**src/rtl/uart_pkg.sv**
```systemverilog
// Shared UART definitions: parity modes, RX/TX state encodings and the parity helper.
package uart_pkg;

    localparam logic [1:0] PAR_NONE = 2'd0;
    localparam logic [1:0] PAR_ODD  = 2'd1;
    localparam logic [1:0] PAR_EVEN = 2'd2;

    typedef enum logic [2:0] {
        RX_IDLE,
        RX_START,
        RX_DATA,
        RX_PARITY,
        RX_STOP
    } rx_state_t;

    typedef enum logic [2:0] {
        TX_IDLE,
        TX_LOAD,
        TX_START,
        TX_DATA,
        TX_PARITY,
        TX_STOP
    } tx_state_t;

    // Unused upper data bits must be zero so they do not disturb the XOR.
    function automatic logic parity_bit(input logic [7:0] data, input logic [1:0] mode);
        logic even;
        even = ^data;
        case (mode)
            PAR_ODD:  return ~even;
            PAR_EVEN: return even;
            default:  return 1'b0;
        endcase
    endfunction

endpackage

```
**src/rtl/uart_sync_fifo.sv**
```systemverilog
// Circular single-clock FIFO with combinational head read; count updates one cycle after push/pop.
// Push while full is taken only alongside a pop; the caller must never pop while empty.
module uart_sync_fifo #(
    parameter int WIDTH = 8,
    parameter int DEPTH = 16
) (
    input  logic                       clk,
    input  logic                       rst_n,
    input  logic                       push,
    input  logic [WIDTH-1:0]           wr_data,
    input  logic                       pop,
    output logic [WIDTH-1:0]           rd_data,
    output logic                       full,
    output logic                       empty,
    output logic [$clog2(DEPTH):0]     count
);

    localparam int AW = $clog2(DEPTH);

    logic [WIDTH-1:0] mem [DEPTH];
    logic [AW-1:0]    wr_ptr;
    logic [AW-1:0]    rd_ptr;
    logic             push_ok;

    assign full    = (count == (AW+1)'(DEPTH));
    assign empty   = (count == '0);
    assign push_ok = push && (!full || pop);
    assign rd_data = mem[rd_ptr];

    always_ff @(posedge clk) begin
        if (push_ok) begin
            mem[wr_ptr] <= wr_data;
        end
    end

    always_ff @(posedge clk or negedge rst_n) begin
        if (!rst_n) begin
            wr_ptr <= '0;
            rd_ptr <= '0;
            count  <= '0;
        end else begin
            if (push_ok) begin
                wr_ptr <= wr_ptr + 1'b1;
            end
            if (pop) begin
                rd_ptr <= rd_ptr + 1'b1;
            end
            case ({push_ok, pop})
                2'b10:   count <= count + 1'b1;
                2'b01:   count <= count - 1'b1;
                default: count <= count;
            endcase
        end
    end

endmodule

```
**src/rtl/uart_echo_fifo.sv**
```systemverilog
// UART echo: good RX bytes are queued in a FIFO and retransmitted in order; bad frames are dropped.
// Start bit begins 3 cycles after o_Rx_DV when idle; i_Tx_Hold stalls new frames, a full FIFO drops bytes.
module uart_echo_fifo #(
    parameter int CLKS_PER_BIT = 87,
    parameter int DATA_BITS    = 8,
    parameter int PARITY_MODE  = 0,
    parameter int STOP_BITS    = 1,
    parameter int FIFO_DEPTH   = 16
) (
    input  logic                          i_Clock,
    input  logic                          i_Rst_n,
    input  logic                          i_Rx_Serial,
    input  logic                          i_Tx_Hold,
    input  logic                          i_Err_Clr,
    output logic                          o_Rx_DV,
    output logic [DATA_BITS-1:0]          o_Rx_Byte,
    output logic                          o_Tx_Serial,
    output logic                          o_Tx_Active,
    output logic                          o_Tx_Done,
    output logic                          o_Parity_Err,
    output logic                          o_Frame_Err,
    output logic                          o_Overrun,
    output logic [$clog2(FIFO_DEPTH):0]   o_Fifo_Count
);

    import uart_pkg::*;

    localparam int RXC_W = $clog2(CLKS_PER_BIT);
    localparam int TXC_W = $clog2(STOP_BITS * CLKS_PER_BIT);
    localparam int IDX_W = $clog2(DATA_BITS);
    localparam logic [1:0]       PMODE     = PARITY_MODE[1:0];
    localparam logic [RXC_W-1:0] RX_HALF   = RXC_W'(CLKS_PER_BIT / 2);
    localparam logic [RXC_W-1:0] RX_LAST   = RXC_W'(CLKS_PER_BIT - 1);
    localparam logic [TXC_W-1:0] TX_LAST   = TXC_W'(CLKS_PER_BIT - 1);
    localparam logic [TXC_W-1:0] STOP_LAST = TXC_W'(STOP_BITS * CLKS_PER_BIT - 1);
    localparam logic [IDX_W-1:0] IDX_LAST  = IDX_W'(DATA_BITS - 1);

    logic rx_meta, rx_sync;
    rx_state_t rx_state, rx_state_d;
    logic [RXC_W-1:0]     rx_cnt, rx_cnt_d;
    logic [IDX_W-1:0]     rx_idx, rx_idx_d;
    logic [DATA_BITS-1:0] rx_shift, rx_shift_d;
    logic [7:0]           rx_pad;
    logic rx_par_bad, rx_par_bad_d, rx_good, par_set, frm_set, ovr_set;

    tx_state_t tx_state, tx_state_d;
    logic [TXC_W-1:0]     tx_cnt, tx_cnt_d;
    logic [IDX_W-1:0]     tx_idx, tx_idx_d;
    logic [DATA_BITS-1:0] tx_shift, tx_shift_d;
    logic [7:0]           tx_pad;
    logic tx_par, tx_par_d, fifo_pop, fifo_full, fifo_empty;
    logic [DATA_BITS-1:0] fifo_rd_dat;

    always_comb begin
        rx_pad = '0;
        rx_pad[DATA_BITS-1:0] = rx_shift;
        tx_pad = '0;
        tx_pad[DATA_BITS-1:0] = tx_shift;
    end

    always_comb begin
        rx_state_d   = rx_state;
        rx_cnt_d     = rx_cnt + 1'b1;
        rx_idx_d     = rx_idx;
        rx_shift_d   = rx_shift;
        rx_par_bad_d = rx_par_bad;
        rx_good      = 1'b0;
        par_set      = 1'b0;
        frm_set      = 1'b0;
        case (rx_state)
            RX_IDLE: begin
                rx_cnt_d = '0;
                if (!rx_sync) rx_state_d = RX_START;
            end
            RX_START: if (rx_cnt == RX_HALF) begin
                rx_cnt_d     = '0;
                rx_idx_d     = '0;
                rx_par_bad_d = 1'b0;
                rx_state_d   = rx_sync ? RX_IDLE : RX_DATA;
            end
            RX_DATA: if (rx_cnt == RX_LAST) begin
                rx_cnt_d   = '0;
                rx_shift_d = {rx_sync, rx_shift[DATA_BITS-1:1]};
                rx_idx_d   = rx_idx + 1'b1;
                if (rx_idx == IDX_LAST) rx_state_d = (PARITY_MODE != 0) ? RX_PARITY : RX_STOP;
            end
            RX_PARITY: if (rx_cnt == RX_LAST) begin
                rx_cnt_d   = '0;
                rx_state_d = RX_STOP;
                if (rx_sync != parity_bit(rx_pad, PMODE)) begin
                    rx_par_bad_d = 1'b1;
                    par_set      = 1'b1;
                end
            end
            RX_STOP: if (rx_cnt == RX_LAST) begin
                rx_cnt_d   = '0;
                rx_state_d = RX_IDLE;
                if (!rx_sync)        frm_set = 1'b1;
                else if (!rx_par_bad) rx_good = 1'b1;
            end
            default: rx_state_d = RX_IDLE;
        endcase
    end

    // A byte arriving at a full FIFO is lost unless TX frees a slot that same cycle.
    assign ovr_set = o_Rx_DV && fifo_full && !fifo_pop;

    always_ff @(posedge i_Clock or negedge i_Rst_n) begin
        if (!i_Rst_n) begin
            rx_meta      <= 1'b1;
            rx_sync      <= 1'b1;
            rx_state     <= RX_IDLE;
            rx_cnt       <= '0;
            rx_idx       <= '0;
            rx_shift     <= '0;
            rx_par_bad   <= 1'b0;
            o_Rx_DV      <= 1'b0;
            o_Rx_Byte    <= '0;
            o_Parity_Err <= 1'b0;
            o_Frame_Err  <= 1'b0;
            o_Overrun    <= 1'b0;
        end else begin
            rx_meta      <= i_Rx_Serial;
            rx_sync      <= rx_meta;
            rx_state     <= rx_state_d;
            rx_cnt       <= rx_cnt_d;
            rx_idx       <= rx_idx_d;
            rx_shift     <= rx_shift_d;
            rx_par_bad   <= rx_par_bad_d;
            o_Rx_DV      <= rx_good;
            if (rx_good) o_Rx_Byte <= rx_shift;
            o_Parity_Err <= par_set | (o_Parity_Err & ~i_Err_Clr);
            o_Frame_Err  <= frm_set | (o_Frame_Err & ~i_Err_Clr);
            o_Overrun    <= ovr_set | (o_Overrun & ~i_Err_Clr);
        end
    end

    uart_sync_fifo #(
        .WIDTH (DATA_BITS),
        .DEPTH (FIFO_DEPTH)
    ) u_fifo (
        .clk     (i_Clock),
        .rst_n   (i_Rst_n),
        .push    (o_Rx_DV),
        .wr_data (o_Rx_Byte),
        .pop     (fifo_pop),
        .rd_data (fifo_rd_dat),
        .full    (fifo_full),
        .empty   (fifo_empty),
        .count   (o_Fifo_Count)
    );

    always_comb begin
        tx_state_d = tx_state;
        tx_cnt_d   = tx_cnt + 1'b1;
        tx_idx_d   = tx_idx;
        tx_shift_d = tx_shift;
        tx_par_d   = tx_par;
        fifo_pop   = 1'b0;
        case (tx_state)
            TX_IDLE: begin
                tx_cnt_d = '0;
                if (!fifo_empty && !i_Tx_Hold) begin
                    fifo_pop   = 1'b1;
                    tx_shift_d = fifo_rd_dat;
                    tx_state_d = TX_LOAD;
                end
            end
            TX_LOAD: begin
                tx_cnt_d   = '0;
                tx_idx_d   = '0;
                tx_par_d   = parity_bit(tx_pad, PMODE);
                tx_state_d = TX_START;
            end
            TX_START: if (tx_cnt == TX_LAST) begin
                tx_cnt_d   = '0;
                tx_state_d = TX_DATA;
            end
            TX_DATA: if (tx_cnt == TX_LAST) begin
                tx_cnt_d   = '0;
                tx_shift_d = {1'b0, tx_shift[DATA_BITS-1:1]};
                tx_idx_d   = tx_idx + 1'b1;
                if (tx_idx == IDX_LAST) tx_state_d = (PARITY_MODE != 0) ? TX_PARITY : TX_STOP;
            end
            TX_PARITY: if (tx_cnt == TX_LAST) begin
                tx_cnt_d   = '0;
                tx_state_d = TX_STOP;
            end
            TX_STOP: if (tx_cnt == STOP_LAST) begin
                tx_cnt_d   = '0;
                tx_state_d = TX_IDLE;
            end
            default: tx_state_d = TX_IDLE;
        endcase
    end

    always_ff @(posedge i_Clock or negedge i_Rst_n) begin
        if (!i_Rst_n) begin
            tx_state <= TX_IDLE;
            tx_cnt   <= '0;
            tx_idx   <= '0;
            tx_shift <= '0;
            tx_par   <= 1'b0;
        end else begin
            tx_state <= tx_state_d;
            tx_cnt   <= tx_cnt_d;
            tx_idx   <= tx_idx_d;
            tx_shift <= tx_shift_d;
            tx_par   <= tx_par_d;
        end
    end

    always_comb begin
        case (tx_state)
            TX_START:  o_Tx_Serial = 1'b0;
            TX_DATA:   o_Tx_Serial = tx_shift[0];
            TX_PARITY: o_Tx_Serial = tx_par;
            default:   o_Tx_Serial = 1'b1;
        endcase
    end

    assign o_Tx_Active = (tx_state == TX_START) || (tx_state == TX_DATA) ||
                         (tx_state == TX_PARITY) || (tx_state == TX_STOP);
    assign o_Tx_Done   = (tx_state == TX_STOP) && (tx_cnt == STOP_LAST);

endmodule

```
**config.mk**
```make
export PLATFORM = sky130hd
export DESIGN_NAME = uart_echo_fifo
export DESIGN_NICKNAME = d
export VERILOG_FILES = /design/src/rtl/uart_pkg.sv /design/src/rtl/uart_sync_fifo.sv /design/src/rtl/uart_echo_fifo.sv
export SDC_FILE = /design/constraint.sdc
export NUM_CORES = 1
export LEC_CHECK = 0
export CAP_MARGIN = 30
export CELL_PAD_IN_SITES_DETAIL_PLACEMENT = 0
export CELL_PAD_IN_SITES_GLOBAL_PLACEMENT = 2
export CORE_ASPECT_RATIO = 0.9
export CORE_MARGIN = 3
export CORE_UTILIZATION = 28
export DETAILED_ROUTE_END_ITERATION = 6
export GPL_TIMING_DRIVEN = 0
export PLACE_DENSITY_LB_ADDON = 0.1
export SLEW_MARGIN = 20
export SYNTH_ARGS = -nofsm -noshare
export SYNTH_HDL_FRONTEND = slang
export SYNTH_HIERARCHICAL = 1
export SYNTH_SLANG_ARGS = --single-unit
```
**constraint.sdc**
```tcl
create_clock -name i_Clock -period 8.5 [get_ports i_Clock]
set_clock_uncertainty 0.05 [all_clocks]
set_input_delay 1.7 -clock i_Clock [delete_from_list [all_inputs] [get_ports i_Clock]]
set_output_delay 1.7 -clock i_Clock [all_outputs]
set_load 0.005 [all_outputs]
```
==> summary.txt <==
FILL cells - 2881
postcts setup bufs - 0
proportion of layout cells with a drive suffix above 1 - 17.7%
clock share of power - 34.1%
Total Power - 2.42 mW
global route overflow - 0
hold_ws - 308 ps
TNS Setup - 0 ps
Compound-Gate Fraction of Synth Area - 4.49%
# resized after CTS - 0
maximum clock rate - 222 MHz
antenna violations before repair - 0
Combinational Power Share - 19.3%
multiplexer share of the synthesized area - 13.9%
Cell Chain, Critical Path - clkdlybuf4s50_1, nor4b_4, nor2b_1, inv_1, fa_1, nand2b_1, a21oi_1, mux2i_1, o22ai_1
Placer Congestion - 0.688
simple-gate share of the synthesized area - 8.17%
sw frac - 28.4%
routed vias - 4525
Synth Area in XOR/XNOR - 2.07%
H-tree lvl count - 4
Net Count, Synth - 545
drt via density - 4.63
Psw - 0.688 mW
DR WL/cell - 19.5 um
Hold WC Path Type - reg -> reg
WL final - 19100 um
CP Capture Type - flip-flop
Cells after Synth - 523
Clk pin slew, worst setup/hold paths - 80 ps
drt first pass iters - 4
DRC errors left - 0
CP max FO - 11
hold_buf cts - 0
dpl cell area - 0.00926 sq mm
Pint - 1.73 mW
Top FF cell, synth - edfxtp_1
Final Hold Viols - 0
Net count, final - 590
Synth Area in Adders - 2.72%
Slew @ Worst Pin - 921 ps
area of the core - 0.0294 sq mm
all-layer global routing usage - 12.4%
Final Non-Filler Cells - 977
max incr delay on CP - 750 ps
status - finished, final reports clean
count of pins over their slew limit - 0
Routed Antenna Nets - 0
global-route wire length before repair - 29700 um
Peak VDD IR - 0.000139 V
Setup CP Type - in -> reg
clock buffer depth - 2
flops & latches, synth - 198
Finished Cell Area - 0.00986 sq mm
startpoint class of the critical path - input pin
cell total after placement - 945
DRT iter0 DRCs - 337
largest net degree at the start of global routing - 52
HPWL Detailed - 12700 um
Cell variety after synth - 59
Reg power frac - 46.6%
Die H - 171 um
worst-skew pair later-pin latency - 440 ps
pre-CTS setup slack - 3460 ps
Die Wd - 189 um
number of global-route vias before repair - 4745
kind of cell with the highest combined delay on the critical path - simple AND/OR/NAND/NOR gates
min cycle time layout - 4500 ps
power per cell area - 246 mW/mm^2
Post-synth EDFFs - 128
Syn Area/Cell - 16.2 sq um
ant diodes - 0
setup ws final - 4000 ps
sequential fraction of the synthesis area - 66.1%
Tcrit/Tclk final - 53.0%
slowest CP cell - nor4b_4
CTS buffer count - 17
CTS tree - yes
Synth Warn # - 6
Area Growth Syn to Fin - 16.4%
# IOs - 25
Core Util, Final - 33.6%
Slew HR - 38.4%
crit path buf inv count - 2
Max Cap Violations - 0
largest family of logic cells by synthesized area - multiplexers
clk sinks - 198
Initial Util - 28.8%
Root Buffer - clkbuf_16
fraction of registers with async set or reset after synthesis - 35.4%
final setup fails - 0
synthesized cell area - 0.00847 sq mm
die area - 0.0324 sq mm
PortBufs - 24
unrepaired setup endpoints after global routing - false
Req. time, crit path - 8770 ps
Rows - 59
leakage power - 3.71 nW
Worst Path Arrival - 4770 ps
==> final timing paths <==
check                                            start                          end  slack (ps)  cells past startpoint
setup / recovery                             i_Tx_Hold  u_fifo/count[4]$_DFFE_PN0P_        4000                      9
setup reg to reg           u_fifo/count[0]$_DFFE_PN0P_  u_fifo/count[4]$_DFFE_PN0P_        5040                     10
max in group asynchronous                      i_Rst_n            rx_sync$_DFF_PN1_        6620                      2
hold reg to reg                      rx_meta$_DFF_PN1_            rx_sync$_DFF_PN1_         310                      0
min in group asynchronous                      i_Rst_n     o_Rx_Byte[1]$_DFFE_PN0P_        1120                      1
hold / removal                       rx_meta$_DFF_PN1_            rx_sync$_DFF_PN1_         310                      0
==> cell type report <==
cell class	count	area, sq um	area share, %
clock buffers	17	425	4.31
clock inverters	15	179	1.81
well taps	396	495	5.03
repair buffers	26	273	2.77
flip-flops and latches	198	5600	56.8
plain buffers	18	134	1.36
inverters	21	78.8	0.799
multi-input cells	286	2680	27.1
==> cells in the final DEF (no fill, tap or decap), drive strengths merged, types with 3 or more instances in the layout <==
master,n
mux4,32
nand2,28
nor2,32
clkdlybuf4s50,23
o22ai,11
a22oi,18
clkinv,5
a21o,3
xor2,9
xnor2,11
buf,12
dfrtp,68
clkbuf,23
nand2b,4
or3,3
nor4,3
nand3,14
inv,28
and2,3
mux2i,3
nor3,15
ha,16
a21oi,7
nor2b,6
o21ai,6
mux2,32
edfxtp,128
and3,5
==> sequential cells by signal, summed over array words and instances, names as in the netlist, 5 cells and up <==
register	count
o_Rx_Byte	8
tx_cnt	7
rx_cnt	7
u_fifo/count	5
tx_pad	8
u_fifo/mem	128
rx_pad	8
==> cell usage after synthesis (3+ instances only) <==
master | n | share of area, %
and3_1 | 5 | 0.37
edfxtp_1 | 128 | 45
mux4_1 | 18 | 5.6
xor2_1 | 9 | 0.93
mux2_2 | 29 | 3.9
a21oi_1 | 7 | 0.41
nand2b_1 | 4 | 0.30
nor2b_1 | 6 | 0.44
inv_1 | 21 | 0.93
nor3_1 | 15 | 0.89
mux2_1 | 3 | 0.40
xnor2_1 | 11 | 1.1
mux2i_1 | 3 | 0.35
nor2_1 | 31 | 1.4
ha_1 | 16 | 2.4
o22ai_1 | 11 | 0.81
nand2_1 | 28 | 1.2
a21o_1 | 3 | 0.27
and2_1 | 3 | 0.22
dfrtp_1 | 68 | 20
buf_2 | 4 | 0.24
or3_1 | 3 | 0.22
buf_6 | 3 | 0.40
nand3_1 | 14 | 0.83
clkbuf_1 | 5 | 0.22
o21ai_0 | 5 | 0.30
mux4_2 | 14 | 3.7
a22oi_1 | 18 | 1.6
==> layer usage <==
| layer | global-route usage [%] | vias up | wire length [um] |
|---|---|---|---|
| met1 | 17.6 | 2358 | 9640 |
| met3 | 2.64 | 14 | 440 |
| li1 | - | 2102 | - |
| met4 | 3.60 | 0 | 235 |
| met2 | 19.4 | 51 | 8760 |
| met5 | 0 | - | 0 |
==> power by group through the flow <==
stage	Sequential [mW]	Combinational (mW)	Clock (mW)
finish	1.13	0.468	0.825
global route	1.14	0.515	0.896
CTS	1.13	0.477	0.854
detailed placement	1.15	0.475	0
global placement	1.15	0.473	0
floorplan	1.14	0.337	0
==> logic make-up (layout without fill, tap and decap cells) <==
logic type | Yosys count | in the layout
AOI/OAI and AO/OA | 55 | 55
xor gates and xnor gates | 20 | 20
adders and majority gates | 18 | 18
buffers and inverters | 39 | 97
DFF | 198 | 198
muxes | 67 | 67
and+or+nand+nor | 126 | 126
Note: power is estimated with default switching activity, not from simulation.
